### config.mk
export PLATFORM = sky130hd
export DESIGN_NAME = matc_diag_unpacker
export DESIGN_NICKNAME = d
export VERILOG_FILES = /design/src/rtl/matmul_pkg.sv /design/src/rtl/matc_diag_unpacker.sv
export SDC_FILE = /design/constraint.sdc
export NUM_CORES = 1
export LEC_CHECK = 0
export CAP_MARGIN = 15
export CORE_UTILIZATION = 57
export CTS_CLUSTER_DIAMETER = 80
export DETAILED_ROUTE_END_ITERATION = 6
export GPL_ROUTABILITY_DRIVEN = 1
export PLACE_DENSITY = 0.8
export REMOVE_ABC_BUFFERS = 1
export SYNTH_ARGS = -nofsm -noshare
export SYNTH_HDL_FRONTEND = slang
export SYNTH_SLANG_ARGS = --single-unit
### constraint.sdc
create_clock -name clk -period 2.4 [get_ports clk]
set_clock_uncertainty 0.15 [all_clocks]
set_input_delay 0.24 -clock clk [delete_from_list [all_inputs] [get_ports clk]]
set_output_delay 0.24 -clock clk [all_outputs]
set_load 0.1 [all_outputs]
### src/rtl/matmul_pkg.sv
// rtl/matmul_pkg.sv - shared constants and state type for the matmul result path
package matmul_pkg;

  localparam int DWIDTH    = 16;
  localparam int AWIDTH    = 7;
  localparam int MAT_SIZE  = 4;
  localparam int NUM_DIAGS = 2 * MAT_SIZE - 1;

  // Index helpers: last anti-diagonal word and last row of the matrix.
  localparam int LAST_DIAG = NUM_DIAGS - 1;
  localparam int LAST_ROW  = MAT_SIZE - 1;

  typedef enum logic [2:0] {
    IDLE,
    READ,
    DRAIN,
    OUT,
    DONE
  } state_t;

endpackage

### src/rtl/matc_diag_unpacker.sv
// rtl/matc_diag_unpacker.sv - rebuilds an anti-diagonal packed 4x4 C matrix into row-major rows
module matc_diag_unpacker #(
  parameter int DWIDTH   = 16,
  parameter int AWIDTH   = 7,
  parameter int MAT_SIZE = 4
) (
  input  logic                  clk,
  input  logic                  reset_n,
  input  logic                  start,
  input  logic [AWIDTH-1:0]     base_addr,
  output logic                  mem_rd_en,
  output logic [AWIDTH-1:0]     mem_addr,
  input  logic [4*DWIDTH-1:0]   mem_rdata,
  output logic                  row_valid,
  input  logic                  row_ready,
  output logic [4*DWIDTH-1:0]   row_data,
  output logic [1:0]            row_idx,
  output logic                  busy,
  output logic                  done
);

  import matmul_pkg::*;

  state_t              state;
  logic [2:0]          diag;
  logic                cap_vld;
  logic [2:0]          cap_diag;
  logic [DWIDTH-1:0]   elem [MAT_SIZE][MAT_SIZE];
  logic [1:0]          next_idx;
  logic [4*DWIDTH-1:0] next_row;

  // Row to load on the next transition: row 0 out of DRAIN, otherwise the following row.
  assign next_idx = (state == OUT) ? row_idx + 2'd1 : 2'd0;

  always_comb begin
    next_row = '0;
    for (int c = 0; c < MAT_SIZE; c++) begin
      next_row[c*DWIDTH +: DWIDTH] = elem[next_idx][c];
    end
  end

  always_ff @(posedge clk or negedge reset_n) begin
    if (!reset_n) begin
      state     <= IDLE;
      diag      <= '0;
      cap_vld   <= 1'b0;
      cap_diag  <= '0;
      mem_rd_en <= 1'b0;
      mem_addr  <= '0;
      row_valid <= 1'b0;
      row_data  <= '0;
      row_idx   <= '0;
      busy      <= 1'b0;
      done      <= 1'b0;
    end else begin
      // RAM data lags the address by one cycle, so qualify it with a delayed strobe/index.
      cap_vld  <= mem_rd_en;
      cap_diag <= diag;
      done     <= 1'b0;
      case (state)
        IDLE: begin
          if (start) begin
            state     <= READ;
            diag      <= '0;
            mem_rd_en <= 1'b1;
            mem_addr  <= base_addr;
            row_idx   <= '0;
            busy      <= 1'b1;
          end
        end
        READ: begin
          if (diag == 3'(LAST_DIAG)) begin
            mem_rd_en <= 1'b0;
            state     <= DRAIN;
          end else begin
            diag     <= diag + 3'd1;
            mem_addr <= mem_addr + AWIDTH'(1);
          end
        end
        DRAIN: begin
          state     <= OUT;
          row_valid <= 1'b1;
          row_data  <= next_row;
          row_idx   <= next_idx;
        end
        OUT: begin
          if (row_ready) begin
            if (row_idx == 2'(LAST_ROW)) begin
              row_valid <= 1'b0;
              done      <= 1'b1;
              state     <= DONE;
            end else begin
              row_data <= next_row;
              row_idx  <= next_idx;
            end
          end
        end
        DONE: begin
          busy  <= 1'b0;
          state <= IDLE;
        end
        default: state <= IDLE;
      endcase
    end
  end

  // Lane k of diagonal word d carries C[k][d-k]; any lane with no matching column is padding.
  always_ff @(posedge clk or negedge reset_n) begin
    if (!reset_n) begin
      for (int r = 0; r < MAT_SIZE; r++) begin
        for (int c = 0; c < MAT_SIZE; c++) begin
          elem[r][c] <= '0;
        end
      end
    end else if (cap_vld) begin
      for (int k = 0; k < MAT_SIZE; k++) begin
        for (int c = 0; c < MAT_SIZE; c++) begin
          if (int'(cap_diag) == k + c) begin
            elem[k][c] <= mem_rdata[k*DWIDTH +: DWIDTH];
          end
        end
      end
    end
  end

endmodule

; After elaboration in Yosys (flattened, before gate mapping)
; Index checks and enable logic that the tools add are counted.
[totals]
word_cells = 102
ff_bits = 343
inputBits = 75
[classes]
n_lt_le_gt_ge = 1
reduce_logical = 20
eq_ne = 18
addsub = 3
bitwise = 1
mux = 32
[op_table]
columns = cell, count
row1 = two-way mux 64 bit, 4
row2 = binary-select mux 64 bit (select 2 bit), 1
row3 = one-hot mux 64 bit (2 select lines), 1
row4 = == test 3 bit (second input constant), 6
row5 = two-way mux 3 bit, 6
row6 = AND reduction 2 bit, 8
row7 = two-way mux 7 bit, 2
row8 = one-hot mux 7 bit (2 select lines), 1
row9 = == test 3 x 2 -> 1 bit (second input constant), 4
row10 = one-hot mux 3 bit (4 select lines), 1
row11 = AND reduction 3 bit, 4
row12 = != test 2 bit (second input constant), 5
row13 = two-way mux 2 bit, 4
row14 = AND reduction 4 bit, 2
row15 = adder 7 x 1 -> 7 bit (second input constant), 1
row16 = two-way mux 1 bit, 7
row17 = zero test 3 bit, 2
row18 = one-hot mux 1 bit (2 select lines), 3
row19 = one-hot mux 2 bit (3 select lines), 1
row20 = one-hot mux 3 bit (2 select lines), 1
row21 = nonzero test 2 bit, 3
row22 = adder 3 x 1 -> 3 bit (second input constant), 1
row23 = == test 3 x 1 -> 1 bit (second input constant), 1
row24 = greater-or-equal comparator 3 bit (second input constant), 1
row25 = other kinds (5), 5

; Logic depth before layout (Yosys ltp)
[depth]
word_depth = 9
ltp_mapped = 7
ltp_nobuf = 6

; Least setup slack after synthesis
; Ideal clock, no wire load.
[synth_path]
path_type = register to register
startpoint = register row_idx[0]
endpoint = register row_data[34]
t_arrival_ns = 2.018
period_less_slack_ns = 2.309
path_stages_with_launch = 7
slack_ns = 0.091
path_buffers = 2
cell_sequence = dfrtp_1 > ha_1 > nand2b_1 > a21oi_1 > buf_2 > clkbuf_1 > a31oi_1
[synth_between]
elab_chain_len = 9
elab_cells_between_ends = 12
[synth_lines]
columns = element, line_no
row1 = "start, declared", matc_diag_unpacker.sv:17  ; output logic [1:0] row_idx,
row2 = "start signal, assigned", matc_diag_unpacker.sv:84  ; row_idx <= next_idx;
row3 = "start signal, assigned", matc_diag_unpacker.sv:94  ; row_idx <= next_idx;
row4 = adder 2 x 1 -> 2 bit, matc_diag_unpacker.sv:33  ; assign next_idx = (state == OUT) ? row_idx + 2'd1 : 2'd0;
row5 = two-way mux 2 bit, matc_diag_unpacker.sv:33
row6 = NOT 2 -> 3 bit (not written as such), matc_diag_unpacker.sv:38  ; next_row[c*DWIDTH +: DWIDTH] = elem[next_idx][c];
row7 = binary-select mux 64 bit (select 2 bit), matc_diag_unpacker.sv:38
row8 = two-way mux 64 bit (2 in a row), n/a
row9 = two-way mux 64 bit, matc_diag_unpacker.sv:88  ; if (row_idx == 2'(LAST_ROW)) begin
row10 = two-way mux 64 bit, matc_diag_unpacker.sv:87  ; if (row_ready) begin
row11 = one-hot mux 64 bit (2 select lines), matc_diag_unpacker.sv:60  ; case (state)
row12 = "end signal, assigned", matc_diag_unpacker.sv:83  ; row_data <= next_row;
row13 = "end signal, assigned", matc_diag_unpacker.sv:93  ; row_data <= next_row;
row14 = "end, declared", matc_diag_unpacker.sv:16  ; output logic [4*DWIDTH-1:0] row_data,
; Several ways; a longest one is shown, not always the timed one. The select of a mux whose other input is x is not followed.
; A chain may end at the register's enable or synchronous reset.

; Worst setup path after layout
[layout_path]
startpoint = register row_idx[0]
endpoint = register row_data[4]
; Same word-level chain as after synthesis.

==> metrics <==
share of layout cells above drive strength 1 39.5%; Top Ports 152; Crit. End Element register; Worst EP required 2.66 ns; CP cell instances ha_1 -> nand2b_1 -> a21oi_4 -> buf_4 -> nor2_1 -> a31oi_1; share of the synthesized area in the top cell type 58.3%; vias in the first global route 10.1k; period utilisation layout 87.1%; Post-synth EDFFs 0; unrepaired setup endpoints after global routing false; Max Freq 478 MHz; Die X 163 um; DR vias/cell 6.05; crit-path max FO 22; Clock Root Buffer clkbuf_16; post-DR wirelength/cell 21.1 um; die height 163 um; total die area 26500 sq um; Slew Limit Fails 0; synth warn 0; relative slew slack 50.9%; H-tree depth 2; Layout area overhead 20.0%; Worst Max-Slew Pin Slew 0.734 ns; Max Cap Viol 0; total number of vias 9661; status finished clean; Post-Syn Area 14700 sq um; Post-DP HPWL 20.5 mm; list of most frequent post-synthesis cells 343 x dfrtp_1, 322 x mux2_2, 77 x nand2_1; Synth area leader dfrtp_1; Std-Cell Rows 58; Worst-path clk slew 0.06 ns; post-layout min period 2.09 ns; CTS tree built; worst skew pair latency 0.53 ns; post-place setup slack 0.324 ns; final setup TNS 0 ns; critical path data arrival time 2.35 ns; number of remaining DRC errors 0; drt pass-1 iters 5; Initial Utilization 58.3%; Resize count post-CTS 0; Longest Clk Path Bufs 3; grt ovf 0; CTS buffer count 36; average size of a mapped cell 13.4 sq um; IO buf count 151; WP buf/inv 1; ANT nets after route 0; largest net degree at the start of global routing 74; sequential area share after synthesis 58.3%; Clock Sinks 343; Core ar. 25300 sq um; # nets final 1320; CP top delay family compound AO/OA/AOI/OAI gates; # hold bufs at CTS 1; drt first-iter violations 844; kind of critical path register to register; n_diodes 0; setup bufs post-CTS 0; count leader, synth dfrtp_1; final setup margin 0.310 ns; first-pass GRT wire length 55.1 mm; Area contributors post-synth dfrtp_1 58%, mux2_2 25%, o221ai_1 3.8%; Max stage delay cell, worst path dfrtp_1; synthesized instance count 1098; Tightest Hold Check Type primary input to asynchronous set/reset pin; ys flop type dfrtp_1; Async S/R FF share, synth 100%; Critical Path Start Type register; CP max stage delay 0.43 ns; Post-Route WL 33.6 mm; Final setup viols 0; initial antenna violation count 0; Yosys reg bits 343; RePlAce Congestion 0.764; Yosys cell types 35; Fin. Hold Viols 0; Total GRT Usage 26.6%; Final Util 69.9%
[final timing paths]
check	slack (ns)	cells after the start	startpoint	to
min in group clk	0.12	3	base_addr[1]	mem_addr[1]
max reg2reg	0.31	6	row_idx[0]	row_data[4]
min reg2reg	0.26	0	diag[0]	cap_diag[0]
max	0.31	6	row_idx[0]	row_data[4]
min	0.07	2	reset_n	elem[155]
max in group asynchronous	1.24	3	reset_n	elem[180]
[cell type report]
| cell class | instances | area [sq um] |
|---|---|---|
| Multi-Input combinational cell | 668 | 5690 |
| Timing Repair Buffer | 187 | 1820 |
| Fill cell | 1713 | 7590 |
| Clock buffer | 52 | 1030 |
| Tap cell | 330 | 413 |
| Clock inverter | 11 | 100 |
| Inverter | 5 | 18.8 |
| Sequential cell | 343 | 8580 |
[through the flow]
step	hold slack, ns	area (sq um)	instances
finish	0.0679	17700	1596
CTS	0.0802	17700	1596
global route	0.0931	17700	1596
global placement	0.0240	16500	1532
floorplan	-0.206	14200	1016
detailed placement	0.0225	16500	1532
[cells in the final DEF, fill, tap and decap left out, drive strengths merged]
cell	n
dlygate4sd3	1
buf	113
o21bai	1
nor3	3
a31oi	65
nand2b	5
o221ai	64
nand2	77
ha	4
nand4b	3
o21ai	7
nor3b	5
clkdlybuf4s50	73
o32ai	2
or2	1
mux2	322
nand4bb	1
bufinv	1
nand3b	2
mux2i	2
nor2	75
a21oi	14
clkbuf	52
inv	6
a22oi	1
a211oi	1
nand3	9
o211a	1
dfrtp	343
a311oi	1
clkinvlp	2
clkinv	7
o211ai	2
[layer usage]
layer	vias up	part of all wire, %	track usage (%)
li1	4321	-	-
met1	5033	44	37.2
met5	-	0	0
met3	58	5.0	4.33
met2	249	49	43.3
met4	0	2.1	7.35
[cells by family (layout without fill, tap and decap cells)]
family / after synthesis / after routing / share of synthesized area, %
compound gates: 159 / 159 / 7.78
fa+ha+maj: 4 / 4 / 0.340
buf+inv: 87 / 255 / 3.41
flops: 343 / 343 / 58.3
mux: 324 / 324 / 24.8
simple gates: 181 / 181 / 5.41
[flip-flops by register name, summed over array words and instances, names as in the netlist]
signal     flops
state          3
mem_addr       7
row_data      64
busy           1
cap_vld        1
elem         256
mem_rd_en      1
diag           3
cap_diag       3
row_valid      1
row_idx        2
done           1
Power is left out: the tool's default activity adds up to more than one toggle a clock period on the data nets, which glitch-free logic cannot reach.
